`src/rtl/dcache_pkg.sv`:
```
// Shared definitions for the data-cache responder: FSM encoding, geometry
// helpers and the byte-lane merge used by stores.
package dcache_pkg;

  typedef enum logic [1:0] {
    IDLE     = 2'd0,
    LOOKUP   = 2'd1,
    MEM_WAIT = 2'd2,
    RESP     = 2'd3
  } state_t;

  // Word-addressed lines: two byte-offset bits sit below the index.
  function automatic int tag_width(input int addr_w, input int index_w);
    return addr_w - 2 - index_w;
  endfunction

  function automatic int num_lines(input int index_w);
    return 1 << index_w;
  endfunction

  function automatic logic [31:0] merge_bytes(input logic [31:0] old_word,
                                              input logic [31:0] new_word,
                                              input logic [3:0]  wmask);
    logic [31:0] merged;
    for (int b = 0; b < 4; b++) begin
      merged[8*b +: 8] = wmask[b] ? new_word[8*b +: 8] : old_word[8*b +: 8];
    end
    return merged;
  endfunction

endpackage

```
`src/rtl/dcache_store_array.sv`:
```
// Tag and data storage for the direct-mapped cache: one registered read port,
// one write port with byte enables on the data word.
module dcache_store_array
  import dcache_pkg::*;
#(
  parameter int INDEX_W = 6,
  parameter int TAG_W   = 24
) (
  input  logic               clk,
  input  logic               rd_en,
  input  logic [INDEX_W-1:0] rd_idx,
  output logic [TAG_W-1:0]   rd_tag,
  output logic [31:0]        rd_data,
  input  logic               wr_en,
  input  logic [INDEX_W-1:0] wr_idx,
  input  logic [TAG_W-1:0]   wr_tag,
  input  logic [31:0]        wr_data,
  input  logic [3:0]         wr_mask
);

  localparam int LINES = num_lines(INDEX_W);

  logic [TAG_W-1:0] tag_mem  [LINES];
  logic [31:0]      data_mem [LINES];

  // NOTE: the arrays and read registers carry no reset; line contents are
  // meaningless until the matching valid bit in the top is set.
  always_ff @(posedge clk) begin
    if (rd_en) begin
      rd_tag  <= tag_mem[rd_idx];
      rd_data <= data_mem[rd_idx];
    end
    if (wr_en) begin
      tag_mem[wr_idx]  <= wr_tag;
      data_mem[wr_idx] <= merge_bytes(data_mem[wr_idx], wr_data, wr_mask);
    end
  end

endmodule

```
`src/rtl/dcache_responder.sv`:
```
// Direct-mapped, write-through, no-write-allocate data cache that answers the
// core's one-cycle load/store pulses and talks to a req/ack backing memory.
module dcache_responder
  import dcache_pkg::*;
#(
  parameter int ADDR_W  = 32,
  parameter int DATA_W  = 32,
  parameter int INDEX_W = 6
) (
  input  logic              clk,
  input  logic              reset,
  input  logic              dcache_ren,
  input  logic              dcache_wen,
  input  logic [ADDR_W-1:0] dcache_addr,
  input  logic [DATA_W-1:0] dcache_wdata,
  input  logic [3:0]        dcache_wmask,
  output logic              dcache_ready,
  output logic [DATA_W-1:0] dcache_rdata,
  input  logic              flush,
  output logic              mem_req,
  output logic              mem_we,
  output logic [ADDR_W-3:0] mem_addr,
  output logic [DATA_W-1:0] mem_wdata,
  output logic [3:0]        mem_wmask,
  input  logic              mem_ack,
  input  logic [DATA_W-1:0] mem_rdata,
  output logic [31:0]       hit_count,
  output logic [31:0]       miss_count
);

  localparam int TAG_W   = tag_width(ADDR_W, INDEX_W);
  localparam int WADDR_W = ADDR_W - 2;
  localparam int LINES   = num_lines(INDEX_W);

  state_t             state;
  logic [WADDR_W-1:0] req_waddr;
  logic [DATA_W-1:0]  req_wdata;
  logic [3:0]         req_wmask;
  logic               req_is_store;
  logic [LINES-1:0]   valid;
  logic               flush_pending;

  logic [WADDR_W-1:0] in_waddr;
  logic [INDEX_W-1:0] req_idx;
  logic [TAG_W-1:0]   req_tag;
  logic [TAG_W-1:0]   rd_tag;
  logic [DATA_W-1:0]  rd_data;
  logic               start;
  logic               hit;
  logic               unused_addr_lsbs;

  logic               arr_wr_en;
  logic [DATA_W-1:0]  arr_wr_data;
  logic [3:0]         arr_wr_mask;

  assign in_waddr         = dcache_addr[ADDR_W-1:2];
  assign unused_addr_lsbs = ^dcache_addr[1:0];
  assign req_idx          = req_waddr[INDEX_W-1:0];
  assign req_tag          = req_waddr[WADDR_W-1:INDEX_W];
  assign start            = (state == IDLE) && (dcache_ren || dcache_wen);
  assign hit              = valid[req_idx] && (rd_tag == req_tag);

  // Array write port: store hits merge in LOOKUP, load fills land on mem_ack.
  // NOTE: every signal driven here gets a default first, so no path leaves a
  // value unassigned and no latch is inferred.
  always_comb begin
    arr_wr_en   = 1'b0;
    arr_wr_data = mem_rdata;
    arr_wr_mask = 4'hF;
    if (reset) begin
      if (state == LOOKUP && req_is_store && hit) begin
        arr_wr_en   = 1'b1;
        arr_wr_data = req_wdata;
        arr_wr_mask = req_wmask;
      end else if (state == MEM_WAIT && mem_ack && !req_is_store) begin
        arr_wr_en = 1'b1;
      end
    end
  end

  dcache_store_array #(
    .INDEX_W (INDEX_W),
    .TAG_W   (TAG_W)
  ) u_store_array (
    .clk     (clk),
    .rd_en   (start),
    .rd_idx  (in_waddr[INDEX_W-1:0]),
    .rd_tag  (rd_tag),
    .rd_data (rd_data),
    .wr_en   (arr_wr_en),
    .wr_idx  (req_idx),
    .wr_tag  (req_tag),
    .wr_data (arr_wr_data),
    .wr_mask (arr_wr_mask)
  );

  // NOTE: all state and registered outputs update with non-blocking
  // assignments so every branch sees the pre-edge values.
  always_ff @(posedge clk) begin
    if (!reset) begin
      state         <= IDLE;
      req_waddr     <= '0;
      req_wdata     <= '0;
      req_wmask     <= '0;
      req_is_store  <= 1'b0;
      valid         <= '0;
      flush_pending <= 1'b0;
      dcache_ready  <= 1'b0;
      dcache_rdata  <= '0;
      mem_req       <= 1'b0;
      mem_we        <= 1'b0;
      mem_addr      <= '0;
      mem_wdata     <= '0;
      mem_wmask     <= '0;
      hit_count     <= '0;
      miss_count    <= '0;
    end else begin
      dcache_ready <= 1'b0;
      // A flush seen mid-transaction waits for the return to IDLE.
      if (state != IDLE && flush) flush_pending <= 1'b1;

      case (state)
        IDLE: begin
          if (flush || flush_pending) begin
            valid         <= '0;
            flush_pending <= 1'b0;
          end
          if (start) begin
            req_waddr    <= in_waddr;
            req_wdata    <= dcache_wdata;
            req_wmask    <= dcache_wmask;
            req_is_store <= dcache_wen;
            state        <= LOOKUP;
          end
        end

        LOOKUP: begin
          if (hit) hit_count  <= hit_count + 32'd1;
          else     miss_count <= miss_count + 32'd1;

          if (!req_is_store && hit) begin
            dcache_ready <= 1'b1;
            dcache_rdata <= rd_data;
            state        <= RESP;
          end else begin
            mem_req   <= 1'b1;
            mem_we    <= req_is_store;
            mem_addr  <= req_waddr;
            mem_wdata <= req_is_store ? req_wdata : '0;
            mem_wmask <= req_is_store ? req_wmask : 4'h0;
            state     <= MEM_WAIT;
          end
        end

        MEM_WAIT: begin
          if (mem_ack) begin
            mem_req      <= 1'b0;
            dcache_ready <= 1'b1;
            if (!req_is_store) begin
              valid[req_idx] <= 1'b1;
              dcache_rdata   <= mem_rdata;
            end
            state <= RESP;
          end
        end

        RESP: state <= IDLE;

        default: state <= IDLE;
      endcase
    end
  end

endmodule

```
`config.mk`:
```
export PLATFORM = sky130hd
export DESIGN_NAME = dcache_responder
export DESIGN_NICKNAME = d
export VERILOG_FILES = /design/src/rtl/dcache_pkg.sv /design/src/rtl/dcache_store_array.sv /design/src/rtl/dcache_responder.sv
export SDC_FILE = /design/constraint.sdc
export NUM_CORES = 2
export LEC_CHECK = 0
export CORE_ASPECT_RATIO = 1.4
export CORE_MARGIN = 2
export CORE_UTILIZATION = 50
export CTS_CLUSTER_SIZE = 12
export DETAILED_ROUTE_END_ITERATION = 8
export DONT_BUFFER_PORTS = 1
export SYNTH_ARGS = -nofsm -noshare
export SYNTH_HDL_FRONTEND = slang
export SYNTH_SLANG_ARGS = --single-unit
```
`constraint.sdc`:
```
create_clock -name clk -period 5.8 [get_ports clk]
set_input_delay 1.16 -clock clk [delete_from_list [all_inputs] [get_ports clk]]
set_output_delay 1.16 -clock clk [all_outputs]
set_load 0.02 [all_outputs]
```
# After elaboration in Yosys (flattened, before gate mapping)
# Memory sizes are Yosys's and may differ from the RTL's. A register that Yosys moved wholly into a read port is not among the register bits.
# Index checks and enable logic that the tools add are counted.
dict set report totals {
  reg_bits 299
  latchBits 0
  ramBits 3584
  romBits 0
  input_bits 106
  memories 2
}
# name depth width rd rd_clocked_by_memory_dff write_ports line_no
set memory_table {}
lappend memory_table {u_store_array.data_mem 64 32 1 1 1 dcache_store_array.sv:24} ;# logic [31:0] data_mem [LINES];
lappend memory_table {u_store_array.tag_mem 64 24 1 1 1 dcache_store_array.sv:23} ;# logic [TAG_W-1:0] tag_mem [LINES];
dict set report classes {
  n_addsub 2
  mul 0
  n_div 0
  n_lt_le_gt_ge 2
  eq_ne 14
  shift 0
  mux 40
  n_bitwise 3
  n_reduce_logical 28
}
# operator count
set ops {}
lappend ops {{32-bit two-way mux} 6}
lappend ops {{64-bit two-way mux} 3}
lappend ops {{64-bit case mux with 2 select lines} 1}
lappend ops {{32-bit by 1-bit adder with 32-bit output, second input constant} 2}
lappend ops {{64-bit bitwise OR} 1}
lappend ops {{32-bit case mux with 2 select lines} 1}
lappend ops {{8-bit two-way mux} 4}
lappend ops {{24-bit == test} 1}
lappend ops {{2-bit AND reduction} 9}
lappend ops {{1-bit two-way mux} 15}
lappend ops {{4-bit two-way mux} 3}
lappend ops {{1-bit logical AND} 9}
lappend ops {{2-bit != test, second input constant} 4}
lappend ops {{2-bit case mux with 4 select lines} 1}
lappend ops {{4-bit AND reduction} 2}
lappend ops {{6-bit by 7-bit < comparator with 1-bit output, second input constant} 1}
lappend ops {{1-bit binary-select mux with 6-bit select} 1}
lappend ops {{1-bit demux with 6-bit select} 1}
lappend ops {{6-bit by 1-bit greater-or-equal comparator with 1-bit output, second input constant} 1}
lappend ops {{2-bit nonzero test} 3}
lappend ops {{2-bit == test, second input constant} 2}
lappend ops {{2-bit two-way mux} 2}
lappend ops {{1-bit != test, second input constant} 4}
lappend ops {{2-bit by 1-bit != test with 1-bit output, second input constant} 2}
lappend ops {{other kinds (7)} 10}

# Longest topological paths before layout
dict set report logic_depth {
  ltp_word 9
  ltp_mapped 13
  ltp_nobuf 8
}

# Modules after synthesis
# Synthesis repeated with hierarchy kept, for this count alone.
dict set report unflattened {
  hier_cells 7541
  area_unflattened_um2 151690.5
}
# module n_inst cells_per_inst area_each_um2 seq_area_each_um2
set by_module_without_submodules {}
lappend by_module_without_submodules {dcache_store_array 1 6010 138683.0 109304.8}
lappend by_module_without_submodules {dcache_responder 1 1531 13007.5 5985.7}

# Least setup slack after synthesis
# Ideal clock, no wire load.
dict set report synth_path {
  path_type {register to register}
  startpoint {reg req_waddr[18]}
  endpoint {mem u_store_array.tag_mem[12][0], enable pin}
  setup_time_ns 0.405
  t_arrival_ns 3.703
  t_required_ns 5.395
  path_slack_ns 1.692
  path_stages_with_launch 11
  period_less_slack_ns 4.108
  cell_sequence {dfxtp_1 > xnor2_1 > nand4_1 > nor4_1 > nand3_1 > a31oi_1 > buf_6 > buf_6 > a21oi_2 > buf_2 > nor2_1}
}
dict set report synth_between {
  elab_chain_cells 7
}
# element line_no
set synth_lines {}
lappend synth_lines {{start: declaration} dcache_responder.sv:36} ;# logic [WADDR_W-1:0] req_waddr;
lappend synth_lines {{start signal: assignment} dcache_responder.sv:129} ;# req_waddr <= in_waddr;
lappend synth_lines {{24-bit == test} dcache_responder.sv:61} ;# assign hit = valid[req_idx] && (rd_tag == req_tag);
lappend synth_lines {{1-bit logical AND} dcache_responder.sv:61}
lappend synth_lines {{1-bit logical AND} dcache_responder.sv:71} ;# if (state == LOOKUP && req_is_store && hit) begin
lappend synth_lines {{1-bit two-way mux} dcache_responder.sv:71}
lappend synth_lines {{1-bit two-way mux} dcache_responder.sv:70} ;# if (reset) begin
lappend synth_lines {{1-bit two-way mux} dcache_store_array.sv:33} ;# if (wr_en) begin
lappend synth_lines {{1-bit two-way mux (implied by the code)} dcache_store_array.sv:34} ;# tag_mem[wr_idx] <= wr_tag;
lappend synth_lines {{end: declaration} dcache_store_array.sv:23}
# No other way between the ends.

# Final worst setup path
dict set report layout_path {
  startpoint {reg req_waddr[1]}
  endpoint {mem u_store_array.tag_mem[42][4], enable pin}
}
dict set report layout_between {
  elab_chain_cells 8
}
# element line_no
set layout_lines {}
lappend layout_lines {{1-bit binary-select mux with 6-bit select} dcache_responder.sv:61}
lappend layout_lines {{1-bit two-way mux (implied by the code)} dcache_responder.sv:61}
lappend layout_lines {{1-bit logical AND} dcache_responder.sv:61}
lappend layout_lines {{1-bit logical AND} dcache_responder.sv:71}
lappend layout_lines {{1-bit two-way mux} dcache_responder.sv:71}
lappend layout_lines {{1-bit two-way mux} dcache_responder.sv:70}
lappend layout_lines {{1-bit two-way mux} dcache_store_array.sv:33}
lappend layout_lines {{1-bit two-way mux (implied by the code)} dcache_store_array.sv:34}
# Parallel ways exist; a longest one is shown, timed or not. The select of a mux whose other input is x is not followed.

==> flow_metrics.tcl <==
set metrics [dict create \
    overflow 0 \
    area_delta_synth_final_pct 11.0 \
    drt_iter0_drc 8275 \
    worst-setup-path-type "reg2reg" \
    finalInstanceArea_mm2 0.169 \
    start_util_pct 50.2 \
    status "finished, final reports clean" \
    vias 72100 \
    grt_pass1_vias 74100 \
    path_clk_slew_ns 0.06 \
    startpoint_type "flop" \
    min_from "dcache_wdata[3]" \
    maxCapViolations 0 \
    clockRootBuffer "clkbuf_16" \
    wire_per_inst_um 35.1 \
    drt_pass1_iterations 6 \
    min_period_ns 4.81 \
    cp.required_ns 6.31 \
    cts_hold_buffers 0 \
    htreeDepth 5 \
    crit_fanout 24 \
    end_kind "flop" \
    cts_buffer_depth 4 \
    worst_slack_ns 0.987 \
    hold_path_class "in2reg" \
    cts_resized 0 \
    hpwlAfterDp_um 236000 \
    synth-main-ff-cell "edfxtp_1" \
    maxSlewViolCount 0 \
    cp.arrival_ns 5.32 \
    gp_congestion 0.829 \
    vdd_ir_drop_max_uv 342 \
    dieArea_mm2 0.308 \
    nNetsFinal 7304 \
    slew_headroom_pct 12.2 \
    drtAntennaViolNets 0 \
    cts-buffers-inserted 390 \
    synth-edff-count 3640 \
    drt-vias-per-instance 6.33 \
    skew_ns 0.0460 \
    wl_um 400000 \
    core_mm2 0.302 \
    p_total_w 0.0605 \
    antenna_found_initial 17 \
    io_pins 271 \
    die_x_um 470 \
    cts_tree "built" \
    port_buffers 0 \
    power.density_mw_per_mm2 359 \
    syn_area_per_cell_um2 21.5 \
    synthTopCellsByArea "edfxtp_1 72%, mux4_2 17%, dfxtp_1 3.9%" \
    grt_setup_unrepaired "no" \
    whs_ns 0.388 \
    hold_viol 0 \
    ys.warnings.count 0 \
    finalSetupViolations 0 \
    critical_path.startpoint "req_waddr[1]" \
    post_dp_cell_area_mm2 0.157 \
    rows 239 \
    drive_gt1_share_pct 27.1 \
    yosysTopAreaCell "edfxtp_1" \
    regToRegStartpoint "req_waddr[1]" \
    tns_ns 0 \
    synth_area_mm2 0.152 \
    syn_nets 7155 \
    die_h_um 656 \
    ys_types 65 \
    grt_start_max_net_pins 226 \
    p_leak_nw 51.7 \
    synth_async_sr_flop_share_pct 0 \
    pre_cts_ws_ns 0.323 \
    insertion_delay_ns 0.90 \
    post_cts_buffers 0 \
    syn-instance-count 7044 \
    grt_pass1_wl_um 560000 \
    grt.total_usage_pct 25.7 \
    ys_ff_latch 3939 \
    post-route-drc-count 0 \
    synth_top_area_share_pct 72.0 \
    clock.fmax_mhz 208 \
    cts_sinks 3939 \
    period_share_pct 83.0 \
    worst_slew_pin_slew_ns 1.31 \
    synth-seq-area-share_pct 76.0 \
]
-- per-stage QoR --
| stage | util, % | cells |
|---|---|---|
| 5_1_grt | 55.7 | 11400 |
| 3_5_place_dp | 52.0 | 10800 |
| 3_3_place_gp | 52.0 | 10800 |
| 2_1_floorplan | - | 7044 |
| 6_report | 55.7 | 11400 |
| 4_1_cts | 55.7 | 11400 |
-- per-layer routing --
| layer | vias up | GRT usage, % | part of all wire (%) |
|---|---|---|---|
| li1 | 29600 | - | - |
| met1 | 39300 | 31.7 | 36 |
| met2 | 2559 | 45.4 | 53 |
| met3 | 611 | 3.74 | 5.6 |
| met4 | 2 | 11.3 | 4.8 |
| met5 | - | 0 | 0.0033 |
-- cells in the final DEF, fill, tap and decap left out, types with 16 or more instances in the layout --
| cell type | n |
|---|---|
| nor2_4 | 64 |
| nand2_1 | 348 |
| nor2_1 | 341 |
| xnor2_1 | 17 |
| mux4_2 | 1161 |
| clkbuf_8 | 16 |
| inv_1 | 17 |
| clkbuf_1 | 99 |
| a21oi_1 | 165 |
| a32o_1 | 36 |
| diode_2 | 23 |
| o22a_1 | 32 |
| mux2i_1 | 87 |
| dfxtp_1 | 275 |
| buf_12 | 17 |
| o221a_2 | 32 |
| dfxtp_2 | 24 |
| nand4_1 | 31 |
| nand3_1 | 32 |
| o21ai_0 | 27 |
| buf_4 | 163 |
| clkinv_1 | 42 |
| mux2_2 | 50 |
| clkbuf_16 | 401 |
| nand2b_1 | 30 |
| edfxtp_1 | 3640 |
-- worst max-delay path: stages (launching register included) --
cell and delay (ns):
dfxtp_1 0.78, buf_4 0.38, mux4_2 0.53, mux2_2 0.30, a22oi_4 0.41, a31oi_4 0.28
a21oi_4 0.85, buf_12 0.32, buf_12 0.24, nor2_4 0.23
-- flip-flops by register name (all words and copies together), names as in the netlist, 24 cells and up --
signal / cells
u_store_array.data_mem: 2048
u_store_array.tag_mem: 1536
valid: 64
mem_wdata: 32
miss_count: 32
mem_addr: 30
hit_count: 32
u_store_array.rd_tag: 24
req_wdata: 32
u_store_array.rd_data: 32
req_waddr: 30
dcache_rdata: 32
-- cells in the mapped netlist (36+ instances only) --
cell,count
edfxtp_1,3640
mux4_2,1161
nor2_1,405
nand2_1,348
dfxtp_1,299
clkbuf_1,237
a21oi_1,165
buf_1,95
buf_2,93
mux2i_1,87
mux2_2,50
a32o_1,36
-- cell type report --
| type | count | area, um2 |
|---|---|---|
| clock buffers | 516 | 10600 |
| repair buffers | 190 | 1820 |
| well taps | 3976 | 4970 |
| fillers | 22300 | 134000 |
| clock inverters | 72 | 459 |
| inverters | 19 | 77.6 |
| flip-flops and latches | 3939 | 115000 |
| diodes | 23 | 57.6 |
| multi-input cells | 2653 | 35200 |
-- kinds of logic after synthesis --
kind of cell	after synthesis	synth area share (%)
buffers and inverters	452	1.22
adder cells (fa/ha/maj)	5	0.0412
AO/OA/AOI/OAI	368	1.72
multiplexers	1298	18.2
AND/OR/NAND/NOR	957	2.73
flip-flops	3939	76.0
XOR/XNOR	25	0.144
-- worst paths after layout --
check / end / slack, ns / cells after the start
max reg2reg: u_store_array.tag_mem[42][4] / 0.99 / 9
min reg2reg: valid[56] / 0.47 / 2
min: req_wdata[3] / 0.39 / 2
max: u_store_array.tag_mem[42][4] / 0.99 / 9
-- report_power, final --
part / switching, W / total, W / internal [W]
registers: 0.000762 / 0.0328 / 0.0321
logic: 0.00314 / 0.00469 / 0.00155
clock network: 0.0102 / 0.0230 / 0.0128
Note: power is estimated with default switching activity, not from simulation.
